==> src/rtl/univ_shift_pkg.sv <==
// univ_shift_pkg - shared types and helpers for the universal shift register.
//
// Contents:
//   mode_e         3-bit command code (HOLD..RSVD)
//   state_e        control FSM states (IDLE, SHIFT, DONE)
//   is_shift_mode  true for commands that run shift steps
//
// Optional feature macro: ROTATE_EN. When it is undefined, ROL/ROR are not
// shift modes, so the top treats them as reserved commands.
package univ_shift_pkg;

    typedef enum logic [2:0] {
        HOLD = 3'd0,
        LOAD = 3'd1,
        SHL  = 3'd2,
        SHR  = 3'd3,
        ASR  = 3'd4,
        ROL  = 3'd5,
        ROR  = 3'd6,
        RSVD = 3'd7
    } mode_e;

    typedef enum logic [1:0] {
        IDLE  = 2'd0,
        SHIFT = 2'd1,
        DONE  = 2'd2
    } state_e;

    function automatic logic is_shift_mode(input mode_e m);
        case (m)
            SHL, SHR, ASR: return 1'b1;
`ifdef ROTATE_EN
            ROL, ROR:      return 1'b1;
`endif
            default:       return 1'b0;
        endcase
    endfunction

endpackage

==> src/rtl/univ_shift_step.sv <==
// univ_shift_step - combinational single-step shift/rotate datapath.
//
// Ports:
//   q       in   WIDTH  current stored word
//   mode    in   3      command code (mode_e encoding)
//   ser_in  in   1      fill bit for SHL/SHR
//   q_next  out  WIDTH  word after one step
//   out_bit out  1      bit leaving the word on this step
//
// Optional feature macro: ROTATE_EN. Without it no rotate logic is built and
// ROL/ROR fall into the pass-through default.
module univ_shift_step
    import univ_shift_pkg::*;
#(
    parameter int WIDTH = 8
) (
    input  logic [WIDTH-1:0] q,
    input  logic [2:0]       mode,
    input  logic             ser_in,
    output logic [WIDTH-1:0] q_next,
    output logic             out_bit
);

    always_comb begin
        q_next  = q;
        out_bit = 1'b0;
        case (mode_e'(mode))
            SHL: begin
                q_next  = {q[WIDTH-2:0], ser_in};
                out_bit = q[WIDTH-1];
            end
            SHR: begin
                q_next  = {ser_in, q[WIDTH-1:1]};
                out_bit = q[0];
            end
            ASR: begin
                q_next  = {q[WIDTH-1], q[WIDTH-1:1]};
                out_bit = q[0];
            end
`ifdef ROTATE_EN
            ROL: begin
                q_next  = {q[WIDTH-2:0], q[WIDTH-1]};
                out_bit = q[WIDTH-1];
            end
            ROR: begin
                q_next  = {q[0], q[WIDTH-1:1]};
                out_bit = q[0];
            end
`endif
            default: ;
        endcase
    end

endmodule

==> src/rtl/univ_shift_reg.sv <==
// univ_shift_reg - WIDTH-bit universal shift register with start/busy/done
// command handshake. Commands: HOLD, LOAD, SHL, SHR, ASR, ROL, ROR, reserved.
//
// Ports:
//   clk        in   1      rising-edge clock
//   rst        in   1      asynchronous active-high reset
//   start      in   1      command strobe, accepted only in IDLE
//   mode       in   3      command code, sampled with start
//   amt        in   AMT_W  step count (clamped to WIDTH), sampled with start
//   load_data  in   WIDTH  parallel load value, sampled with start
//   ser_in     in   1      fill bit, sampled on every shift step
//   q          out  WIDTH  stored word
//   ser_out    out  1      bit shifted out on the most recent step
//   busy       out  1      shift steps in progress
//   done       out  1      one-cycle completion pulse
//   err        out  1      with done: command was illegal
//
// Optional feature macro: ROTATE_EN (rotate modes 5/6; reserved otherwise).
//
// state | meaning
// IDLE  | waiting for start; LOAD/HOLD/empty/reserved complete directly
// SHIFT | one step per edge, cnt counts remaining steps down to 1
// DONE  | done (and err) high for one cycle, then back to IDLE
module univ_shift_reg
    import univ_shift_pkg::*;
#(
    parameter  int WIDTH = 8,
    localparam int AMT_W = $clog2(WIDTH) + 1
) (
    input  logic             clk,
    input  logic             rst,
    input  logic             start,
    input  logic [2:0]       mode,
    input  logic [AMT_W-1:0] amt,
    input  logic [WIDTH-1:0] load_data,
    input  logic             ser_in,
    output logic [WIDTH-1:0] q,
    output logic             ser_out,
    output logic             busy,
    output logic             done,
    output logic             err
);

    localparam logic [AMT_W-1:0] AMT_MAX = AMT_W'(WIDTH);
    localparam logic [AMT_W-1:0] AMT_ONE = AMT_W'(1);

    state_e           state, state_nxt;
    mode_e            mode_r, mode_nxt;
    logic [AMT_W-1:0] cnt, cnt_nxt;
    logic [WIDTH-1:0] q_nxt, step_q;
    logic             so_nxt, step_out;
    logic             err_r, err_nxt;
    mode_e            mode_in;

    assign mode_in = mode_e'(mode);

    univ_shift_step #(.WIDTH(WIDTH)) u_step (
        .q       (q),
        .mode    (mode_r),
        .ser_in  (ser_in),
        .q_next  (step_q),
        .out_bit (step_out)
    );

    always_ff @(posedge clk or posedge rst) begin
        if (rst) begin
            state   <= IDLE;
            mode_r  <= HOLD;
            cnt     <= '0;
            q       <= '0;
            ser_out <= 1'b0;
            err_r   <= 1'b0;
        end else begin
            state   <= state_nxt;
            mode_r  <= mode_nxt;
            cnt     <= cnt_nxt;
            q       <= q_nxt;
            ser_out <= so_nxt;
            err_r   <= err_nxt;
        end
    end

    always_comb begin
        state_nxt = state;
        mode_nxt  = mode_r;
        cnt_nxt   = cnt;
        q_nxt     = q;
        so_nxt    = ser_out;
        err_nxt   = 1'b0;
        case (state)
            IDLE: begin
                if (start) begin
                    if (mode_in == LOAD) begin
                        q_nxt     = load_data;
                        state_nxt = DONE;
                    end else if (is_shift_mode(mode_in) && (amt != '0)) begin
                        mode_nxt  = mode_in;
                        cnt_nxt   = (amt > AMT_MAX) ? AMT_MAX : amt;
                        state_nxt = SHIFT;
                    end else begin
                        // HOLD and empty shifts are legal no-ops; anything
                        // else here (reserved, or rotate when not built) is illegal.
                        err_nxt   = !(mode_in == HOLD || is_shift_mode(mode_in));
                        state_nxt = DONE;
                    end
                end
            end
            SHIFT: begin
                q_nxt   = step_q;
                so_nxt  = step_out;
                cnt_nxt = cnt - AMT_ONE;
                if (cnt == AMT_ONE) begin
                    state_nxt = DONE;
                end
            end
            DONE: begin
                state_nxt = IDLE;
            end
            default: begin
                state_nxt = IDLE;
            end
        endcase
    end

    assign busy = (state == SHIFT);
    assign done = (state == DONE);
    assign err  = err_r;

endmodule

==> config.mk <==
export PLATFORM = sky130hd
export DESIGN_NAME = univ_shift_reg
export DESIGN_NICKNAME = d
export VERILOG_FILES = /design/src/rtl/univ_shift_pkg.sv /design/src/rtl/univ_shift_step.sv /design/src/rtl/univ_shift_reg.sv
export SDC_FILE = /design/constraint.sdc
export NUM_CORES = 1
export LEC_CHECK = 0
export BUFFER_PORTS_ARGS = -buffer_cell sky130_fd_sc_hd__buf_4
export CAP_MARGIN = 20
export CORE_MARGIN = 4
export CORE_UTILIZATION = 35
export DETAILED_ROUTE_END_ITERATION = 10
export SLEW_MARGIN = 20
export SYNTH_ARGS = -nofsm -noshare
export SYNTH_HDL_FRONTEND = slang
export SYNTH_SLANG_ARGS = --single-unit
==> constraint.sdc <==
create_clock -name clk -period 1.7 [get_ports clk]
set_clock_uncertainty 0.15 [all_clocks]
set_input_delay 0.17 -clock clk [delete_from_list [all_inputs] [get_ports clk]]
set_output_delay 0.17 -clock clk [all_outputs]
set_load 0.01 [all_outputs]
[Word-level counts from Yosys, hierarchy flattened]
Cells that the tools add are included.
Storage, ports and cells
  output and inout bits: 12
  input bits: 19
  logic and storage cells: 69
  flip-flop bits (word level): 19
Cells by class
  bitwise gates (word level): 1
  order comparisons: 1
  reduce and logical (&&, ||, !) cells: 14
  $add $sub $neg: 1
  equal/unequal tests: 18
  multiplexer cells: 27
Operator list (number)
  $pmux 8 s3: 1
  $mux 4: 4
  $mux 8: 2
  $pmux 8 s2: 1
  $eq 3x2->1 const B: 4
  $mux 1: 12
  $reduce_and 4->1: 3
  $ne 2x2->1 const B: 5
  $mux 2: 4
  $pmux 4 s2: 1
  $eq 3x3->1 const B: 2
  $reduce_and 5->1: 1
  $eq 4x1->1 const B: 1
  $gt 4x4->1 const B: 1
  $ne 4x1->1 const B: 1
  $pmux 2 s2: 1
  $reduce_bool 4->1: 1
  $sub 4x1->4 const B: 1
  $eq 3x1->1 const B: 1
  $logic_not 3->1: 1
  $ne 3x1->1 const B: 1
  $reduce_or 3->1: 1
  $eq 2x1->1 const B: 1
  $eq 2x2->1 const B: 1
  10 further kinds: 10

[Logic depth before layout (Yosys ltp)]
Gate-level depths: netlist of the first run.
  depth in word-level cells: 17
  mapped depth: 7

[Cells and area by module]
Synthesis of the first run repeated with hierarchy kept, for this count alone.
Second synthesis, totals
  cell total of the unflattened synthesis: 145
  area, all modules: 1507.7 um2
Modules (own cells, without submodules)
  univ_shift_reg: instances 1, seq. area each 475.5 um2, area each 1064.8 um2, cells an instance 85
  univ_shift_step: instances 1, seq. area each 0.0 um2, area each 442.9 um2, cells an instance 60

[Worst setup path after synthesis of the first run]
No wires, ideal clock.
  path type: register to register
  start point: register mode_r[0]
  end point: register q[6]
  clock period less this slack: 1.629 ns
  arrival: 1.358 ns
  buffers on the path: 0
  setup time: 0.122 ns
  setup slack: 0.071 ns
  required time: 1.428 ns
  cell stages (with the launch flop): 5
  path through: dfrtp_1 nor3b_4 a21oi_2 or3_1 a32o_1
On the way
  longest elaborated chain between the ends: 3
RTL lines
  start: declaration: RTL line univ_shift_reg.sv:48  | mode_e mode_r, mode_nxt;
  start signal: assignment: RTL line univ_shift_reg.sv:75  | mode_r <= mode_nxt;
  $eq 3x3->1 or $eq 3x2->1 (tied branches): RTL line univ_shift_step.sv:27  | case (mode_e'(mode))
  $pmux 8 s3 or $ne 4x1->1 (tied branches)
  $pmux 8 s2 or $reduce_and 4->1 (tied branches)
  end signal: assignment: RTL line univ_shift_reg.sv:77  | q <= q_nxt;
  end: declaration: RTL line univ_shift_reg.sv:37  | output logic [WIDTH-1:0] q,
Parallel ways exist; a longest one is shown, timed or not.
A chain may end at the register's enable or synchronous reset.

[Worst setup path after layout of the first run]
  start point: register mode_r[0]
  end point: register q[5]
The elaborated chain is that of the path after synthesis.

==> metrics, run 1 <==
Root Buffer=clkbuf_4; register bit total from synthesis=19; post-route cell area=1630 µm²; Synth Flop Type=dfrtp_1; Mapped Cells=between 100 and 150; startpoint types=flop; first-pass GRT wire length=about 4800 µm; antenna-violating nets left=0; DP HPWL=around 2300 µm; final number of setup-violating endpoints=0; core region area=3150 µm²; die width=66.1 µm; syn nets=between 100 and 150; grt total ovfl=0; Initial Util=0.375; CP arrival=1.68 ns; CP endpoint kind=flop; pin count of the biggest net entering global routing=20; Synth top area share=0.402; post-synth cell types=38; ant diodes=0; worst setup margin=0.0601 ns; GPL Wtd Cong=0.865; most common cell in the netlist=dfrtp_1; top cells by area, synth=dfrtp_1 (40%), mux2i_1 (5.9%), nor2_1 (5.1%); hold-critical path depth=3; CTS tree=done; Pwr per Cell Area=1720 nW/µm²; height of the chip=66.1 µm; Final Hold Viols=0; fin crit share=0.965; Synth Area per Inst=9.94 µm²; outcome=finished, final reports clean; routed via count=roughly 1100; wire per inst=13.7 µm; Total Routing Usage GR=0.140; Hold WC Path Type=input pin to flop; Max-cap violations=0; Sum Neg Setup Slack=0 ns; TritonCTS Buffers=3; sequential area share after synthesis=0.402; post-place setup slack=approximately 0.028 ns; Cell Area, Synth=1180 µm²; Clock Sinks=19; Max stage delay on crit path=0.44 ns; DR iter-0 viols=76; Worst-path clk slew=approximately 0.12 ns; Clock Latency Late Sink=around 0.30 ns; Top Ports=31; Die ar.=approximately 4400 µm²; vias in the first global route=around 1100; critical path's slowest cell=dfrtp_1; layout cells sized above 1=0.399; RSZ-0062 raised after global routing=true; Slew headroom=0.785; CP delay by family, top=simple AND/OR/NAND/NOR gates; static leakage=0.000769 µW; R2R depth=4; YS warnings=0; Final Hold Slack=just under 0.02 ns; via-per-instance ratio=slightly above 5; min Tclk post-route=1.64 ns; Crit path depth=4; Synth area leader=dfrtp_1; critical path class=flop to flop; initial antenna violation count=0; Port Buffers=30; drc violations=0; clk buf depth=2; Async S/R FF share, synth=1.00; post-layout util=0.518; Post-synth EDFFs=0; Slew @ Worst Pin=0.322 ns; # rows=20; H-tree depth=1; Post-DP Area=1530 µm²; Post-synth top cells=dfrtp_1 (19), nor2_1 (16), nor3_1 (8), mux2i_1 (7), o21ai_0 (7); Syn-to-layout area delta=38.2%; critical path, cell by cell=nor3b_4, nor3_4, or2_4, a22o_1; final wirelength=2890 µm; CP Buf/Inv Count=0; Final Max Tran Viols=0; Final Net Count=190; fmax=610 MHz; crit path max fanout=8; critical path data required time=1.74 ns; worst vdd ir=785 µV; iteration count of the initial detailed-routing pass=4; Fillers=around 320
## tightest hold or removal path, cell delays in order
cell,delay (ns)
buf_4,0.08
a21oi_1,0.05
o21ai_0,0.14
## cell families after synthesis
group,count (synthesis),share of synthesized area
simple gates,50,0.260
buf+inv,9,0.0423
mux,11,0.101
compound gates,28,0.174
flops,19,0.402
fa+ha+maj,2,0.0212
## cells in the final DEF, fill, tap and decap left out, types with 6 or more instances in the layout
master and n:
dfrtp_1 18, nor3_1 8, buf_4 45, a22o_1 6, mux2i_1 7, nor2_1 16
o21ai_0 7
## routing by layer
layer | wire [µm] | part of all wire | global-route usage | vias up
li1 | - | - | - | 534
met1 | 1290 | 0.45 | 0.172 | 502
met2 | 1430 | 0.50 | 0.250 | 34
met3 | 153 | 0.053 | 0.0374 | 4
met4 | 18 | 0.0062 | 0.0178 | 0
met5 | 0 | 0 | 0 | -
## flip-flops by register name, summed over array words and instances, names as in the netlist
| signal | count |
|---|---|
| state | 2 |
| mode_r | 3 |
| q | 8 |
| ser_out | 1 |
| cnt | 4 |
| err | 1 |
## repair_timing
action / 4_1_cts / 5_1_grt
endpoints found under the setup margin: 2 / 8
buffers inserted: 0 / 2
gates resized for setup: 2 / 3
hold buffers: 4 / 0
endpoints found under the hold margin: 24 / 0
## power by group
part	switching [µW]	internal (µW)
combinational	792	902
clock	147	87.7
sequential	213	669
## through the flow
stage	instances	total power (µW)
floorplan	119	1900
global placement	202	2440
detailed placement	202	2470
CTS	210	2740
global route	212	3030
finish	212	2810
## area by class of cell
| class | instances | area, µm² | area share |
|---|---|---|---|
| Inverter | 5 | 22.5 | 0.0138 |
| Clock buffer | 3 | 22.5 | 0.0138 |
| Clock inverter | 1 | 5.00 | 0.00306 |
| Multi-Input combinational cell | 91 | 674 | 0.413 |
| Sequential cell | 19 | 477 | 0.292 |
| Timing Repair Buffer | 49 | 378 | 0.231 |
| Tap cell | 44 | 55.1 | 0.0337 |
## path summary, 6_finish.rpt
path,from,to,slack (ns)
setup / recovery,mode_r[0],q[5],0.06
hold / removal,load_data[7],q[7],0.02
setup reg to reg,mode_r[0],q[5],0.06
hold reg to reg,ser_out,ser_out,0.37
max in group asynchronous,rst,state[0],0.89
min in group asynchronous,rst,mode_r[2],0.28
Note: power is estimated with default switching activity, not from simulation.
==> run 2: changes to the inputs <==
--- a/config.mk
+++ b/config.mk
@@ -6,10 +6,11 @@
 export NUM_CORES = 1
 export LEC_CHECK = 0
 export BUFFER_PORTS_ARGS = -buffer_cell sky130_fd_sc_hd__buf_4
-export CAP_MARGIN = 20
+export CAP_MARGIN = 5
 export CORE_MARGIN = 4
 export CORE_UTILIZATION = 35
 export DETAILED_ROUTE_END_ITERATION = 10
+export PLACE_DENSITY = 0.62
 export SLEW_MARGIN = 20
 export SYNTH_ARGS = -nofsm -noshare
 export SYNTH_HDL_FRONTEND = slang
==> constraint.sdc (replaced) <==
create_clock -name clk -period 1.4 [get_ports clk]
set_clock_uncertainty 0.15 [all_clocks]
set_input_delay 0.14 -clock clk [delete_from_list [all_inputs] [get_ports clk]]
set_output_delay 0.14 -clock clk [all_outputs]
set_load 0.01 [all_outputs]
==> run 2 against run 1 <==
Effect of this change:
- the flow now finishes with violations (setup timing)
- sequential power grew 22%
- count of clock-buffer cells in the layout unchanged
- combinational power is 59% higher
- worst hold slack gained 0.019 ns
- routed wire length grew 19%
==> metrics, run 2 (synthesis gave the netlist of run 1 again) <==
outcome=finished with violations (was finished, final reports clean); failing checks=setup timing; core region area=3150 µm² (unchanged); Post-DP Area=1650 µm² (was 1530 µm²); drc violations=0 (unchanged); Port Buffers=30 (unchanged); iteration count of the initial detailed-routing pass=4 (unchanged); CP arrival=1.59 ns (was 1.68 ns); Syn-to-layout area delta=63.2% (was 38.2%); height of the chip=66.1 µm (unchanged); Sum Neg Setup Slack=-1.69 ns (was 0 ns); Fillers=287 (was 321); routed via count=1188 (was 1074); Worst-path clk slew=0.12 ns (about the same); pin count of the biggest net entering global routing=20 (unchanged); DR iter-0 viols=62 (was 76); wire per inst=14.9 µm (was 13.7 µm); Clock Latency Late Sink=0.30 ns (about the same); Hold WC Path Type=input pin to flop (unchanged); Slew headroom=0.829 (was 0.785); final number of setup-violating endpoints=17 (was 0); GPL Wtd Cong=0.866 (was 0.865); most flop-heavy register=q (unchanged); min Tclk post-route=1.54 ns (was 1.64 ns); Top Ports=31 (unchanged); grt total ovfl=0 (unchanged); CP endpoint kind=flop (unchanged); fin crit share=1.10 (was 0.965); Final Max Tran Viols=0 (unchanged); via-per-instance ratio=5.14 (was 5.07); clk buf depth=2 (unchanged); post-layout util=0.612 (was 0.518); # rows=20 (unchanged); fmax=649 MHz (was 610 MHz); critical path data required time=1.45 ns (was 1.74 ns); Max-cap violations=0 (unchanged); Root Buffer=clkbuf_4 (unchanged); H-tree depth=1 (unchanged); first-pass GRT wire length=5550 µm (was 4770 µm); Slew @ Worst Pin=0.256 ns (was 0.322 ns); Clock Sinks=19 (unchanged); crit path max fanout=7 (was 8); antenna-violating nets left=0 (unchanged); Pwr per Cell Area=2100 nW/µm² (was 1720 nW/µm²); initial antenna violation count=0 (unchanged); vias in the first global route=1246 (was 1080); static leakage=0.000907 µW (was 0.000769 µW); Initial Util=0.375 (unchanged); critical path class=flop to flop (unchanged); Final Net Count=209 (was 190); most common cell after layout, fill and taps aside=buf_4 (unchanged); ant diodes=0 (unchanged); CTS tree=done (unchanged); biggest regs=q x8, cnt x4, mode_r x3 (unchanged); Final Hold Viols=0 (unchanged); Largest register FFs=8 (unchanged); RSZ-0062 raised after global routing=true (unchanged); worst vdd ir=881 µV (was 785 µV); most frequent cells in the layout=buf_4 (52), dfrtp_1 (18), nor2_1 (15), buf_6 (12), mux2i_1 (7) (was buf_4 (45), dfrtp_1 (18), nor2_1 (16), nor3_1 (8)); Final Hold Slack=0.0379 ns (was 0.0193 ns); startpoint types=flop (unchanged); Total Routing Usage GR=0.169 (was 0.140); worst setup margin=-0.141 ns (was 0.0601 ns); layout cells sized above 1=0.551 (was 0.399); post-route cell area=1930 µm² (was 1630 µm²); R2R Setup Slk=-0.14 ns (was 0.06 ns); Die ar.=4370 µm² (unchanged); DP HPWL=2480 µm (was 2250 µm); post-place setup slack=-0.227 ns (was 0.0278 ns); final wirelength=3440 µm (was 2890 µm); die width=66.1 µm (unchanged); TritonCTS Buffers=3 (unchanged)
[run 2: what timing repair did]
action,in CTS,in global routing
pin swaps,12,8
buffers inserted,8,1
setup endpoints to repair,18,21
hold endpoints to repair,22,0
hold buffers,3,0
resized for setup,22,17
[run 2: cell type report]
type,instances,area [µm²],area share
clock buffers,3,22.5,0.0117
flip-flops and latches,19,477,0.247
multi-input cells,91,773,0.401
well taps,44,55.1,0.0285
repair buffers,68,576,0.298
inverters,5,21.3,0.0110
clock inverters,1,5.00,0.00259
[run 2: through the flow]
stage               power [µW]  std cells
finish                    4050        231
detailed placement        3190        215
CTS                       3840        230
global placement          3120        215
global route              4360        231
floorplan                 2370        119
[run 2: power by group]
| part | switching, µW | leakage (µW) | internal (µW) |
|---|---|---|---|
| combinational | 1180 | 0.000656 | 1510 |
| sequential | 268 | 0.000234 | 812 |
| clock | 181 | 0.0000177 | 106 |
| total | 1630 | 0.000907 | 2420 |
[run 2: final timing paths]
kind | from | to | depth (start not counted)
hold / removal | mode[0] | mode_r[0] | 3
max in group asynchronous | rst | state[0] | 4
setup reg to reg | state[1] | cnt[3] | 3
hold reg to reg | ser_out | ser_out | 1
setup / recovery | state[1] | cnt[3] | 3
min in group asynchronous | rst | state[0] | 4
[run 2: routing by layer]
layer / wire length [µm] / GRT usage / up-vias
met5: 0 / 0 / -
met4: 59 / 0.0812 / 0
met3: 204 / 0.0255 / 8
met2: 1830 / 0.312 / 36
met1: 1350 / 0.187 / 567
li1: - / - / 577
[run 2: critical path: stages (launching register included)]
cell and delay [ns]:
dfrtp_1 0.42, nand2b_4 0.20, or4_4 0.44, a32o_1 0.23
==> run 3: changes to the inputs <==
--- a/config.mk
+++ b/config.mk
@@ -9,6 +9,7 @@
 export CAP_MARGIN = 5
 export CORE_MARGIN = 4
 export CORE_UTILIZATION = 35
+export CTS_BUF_LIST = sky130_fd_sc_hd__clkbuf_8
 export DETAILED_ROUTE_END_ITERATION = 10
 export PLACE_DENSITY = 0.62
 export SLEW_MARGIN = 20
==> run 3 against run 2 <==
Effect of this change:
- register-to-register slack barely moved
- count of clock-buffer cells in the layout stayed put
- utilization down 1.7 points
- cell area is 2.8% lower
- combinational power down 6%
- largest power group unchanged
- die area is the same
- the run still ends with setup timing left
==> metrics, run 3 (synthesis gave the netlist of run 1 again) <==
Final Max Tran Viols=0 (unchanged); fmax=648 MHz (was 649 MHz); Clock Latency Late Sink=0.25 ns (was 0.30 ns); Top Ports=31 (unchanged); core region area=3150 µm² (unchanged); Final Net Count=204 (was 209); placed cells=215 (unchanged); H-tree depth=1 (unchanged); post-layout util=0.595 (was 0.612); die width=66.1 µm (unchanged); Max-cap violations=0 (unchanged); WHS Endpoint=q[7] (was mode_r[0]); Port Buffers=30 (unchanged); Root Buffer=clkbuf_8 (was clkbuf_4); hold-critical path depth=3 (unchanged); static leakage=0.000885 µW (was 0.000907 µW); critical path data required time=1.40 ns (was 1.45 ns); min Tclk post-route=1.54 ns (about the same); critical path class=flop to flop (unchanged); Largest register FFs=8 (unchanged); R2R Setup Slk=-0.14 ns (about the same); outcome=finished with violations (unchanged); crit path max fanout=8 (was 7); grt peak-use layer=met2 (unchanged); Final Hold Slack=0.00599 ns (was 0.0379 ns); fin crit share=1.10 (about the same); Fillers=293 (was 287); Sw Ratio=0.395 (was 0.402); pin count of the biggest net entering global routing=20 (unchanged); worst setup margin=-0.142 ns (was -0.141 ns); wire per inst=14.6 µm (was 14.9 µm); R2R depth=4 (was 3); most frequent cells in the layout=buf_4 (51), dfrtp_1 (18), nor2_1 (16), buf_6 (11), mux2i_1 (7) (was buf_4 (52), dfrtp_1 (18), nor2_1 (15), buf_6 (12), mux2i_1 (7)); Initial Util=0.375 (unchanged); Clock Sinks=19 (unchanged); grt total ovfl=0 (unchanged); Syn-to-layout area delta=58.6% (was 63.2%); DR iter-0 viols=40 (was 62); Total Routing Usage GR=0.158 (was 0.169); Logic pwr share=0.630 (was 0.662); worst vdd ir=921 µV (was 881 µV); routed via count=1167 (was 1188); height of the chip=66.1 µm (unchanged); P_int=2410 µW (was 2420 µW); Final Hold Viols=0 (unchanged); Slew headroom=0.774 (was 0.829); final number of setup-violating endpoints=16 (was 17); hold_sp=load_data[7] (was mode[0]); first-pass GRT wire length=5290 µm (was 5550 µm); final wirelength=3310 µm (was 3440 µm); routing usage on met1=0.178 (was 0.187); Die ar.=4370 µm² (unchanged); # rows=20 (unchanged); met2 Resource Use GR=0.292 (was 0.312); via-per-instance ratio=5.16 (was 5.14); CP arrival=1.54 ns (was 1.59 ns); initial antenna violation count=0 (unchanged); failing checks=setup timing (unchanged); Hold WC Path Type=input pin to flop (unchanged); iteration count of the initial detailed-routing pass=4 (unchanged); post-route cell area=1880 µm² (was 1930 µm²); most flop-heavy register=q (unchanged); RSZ-0062 raised after global routing=true (unchanged); ant diodes=0 (unchanged); Switch Pwr=1570 µW (was 1630 µW); startpoint types=flop (unchanged); vias in the first global route=1215 (was 1246); Pwr per Cell Area=2120 nW/µm² (was 2100 nW/µm²); clk buf depth=2 (unchanged); worst flop-to-flop path startpoint=state[1] (unchanged); GPL Wtd Cong=0.866 (unchanged); Clk pwr share=0.098 (was 0.071); biggest regs=q x8, cnt x4, mode_r x3 (unchanged); layout cells sized above 1=0.538 (was 0.551); Flop pwr share=0.272 (was 0.267); M3 GR Usage=0.0272 (was 0.0255); CP endpoint kind=flop (unchanged); TritonCTS Buffers=3 (unchanged); Worst-path clk slew=0.08 ns (was 0.12 ns); most common cell after layout, fill and taps aside=buf_4 (unchanged); drc violations=0 (unchanged); Slew @ Worst Pin=0.337 ns (was 0.256 ns); antenna-violating nets left=0 (unchanged); r2r endpoint=q[6] (was cnt[3]); DP HPWL=2480 µm (unchanged); Post-DP Area=1650 µm² (unchanged); CTS tree=done (unchanged); fin cells=226 (was 231)
## run 3: cell types whose count changed in the layout (fill, tap and decap cells not counted), sizes merged
cell,delta
dlygate4sd3,-2
buf,-3
## run 3: final cells by class
cell class                 instances  area [µm²]  area share
clock inverter                     1        5.00     0.00267
timing repair buffer              63         517       0.276
clock buffer                       3        41.3      0.0220
multi-input combinational         91         759       0.405
inverter                           5        21.3      0.0113
sequential                        19         477       0.254
tap                               44        55.1      0.0294
## run 3: critical path: stages, from the launching register on
cell and delay (ns):
dfrtp_1 0.40, nand2b_4 0.20, nor3_4 0.34, nor3_2 0.08
a32o_1 0.26
## run 3: worst max-delay path by stage
stage,start,endpoint,slack (ns)
floorplan,mode_r[0],q[6],-0.21
global placement,mode_r[1],q[5],-0.20
detailed placement,mode_r[1],q[0],-0.23
CTS,mode_r[2],q[0],-0.16
global route,mode_r[2],q[6],-0.19
finish,state[1],q[6],-0.14
## run 3: through the flow
step                TNS, ns  setup slack, ns  power, µW
global placement      -2.42           -0.198       3120
CTS                   -1.68           -0.159       3800
finish                -1.42           -0.142       3980
global route          -2.34           -0.195       4280
floorplan             -1.74           -0.209       2370
detailed placement    -2.87           -0.227       3190
## run 3: timing repair
item / in CTS / in global routing
buffers inserted: 4 / 2
endpoints found under the hold margin: 19 / 0
endpoints found under the setup margin: 18 / 21
hold buffers: 1 / 0
resized for setup: 20 / 15
pin swaps: 13 / 6
## run 3: power groups by stage
stage	logic [µW]	registers [µW]	clock network (µW)
6_report	2510	1080	389
5_1_grt	2730	1120	431
4_1_cts	2340	1060	395
3_5_place_dp	2120	1060	0
3_3_place_gp	2070	1050	0
2_1_floorplan	1270	1100	0
## run 3: routing by layer
metal / wire, µm / vias to the layer above
li1: - / 565
met1: 1340 / 560
met2: 1690 / 34
met3: 197 / 8
met4: 76 / 0
met5: 0 / -
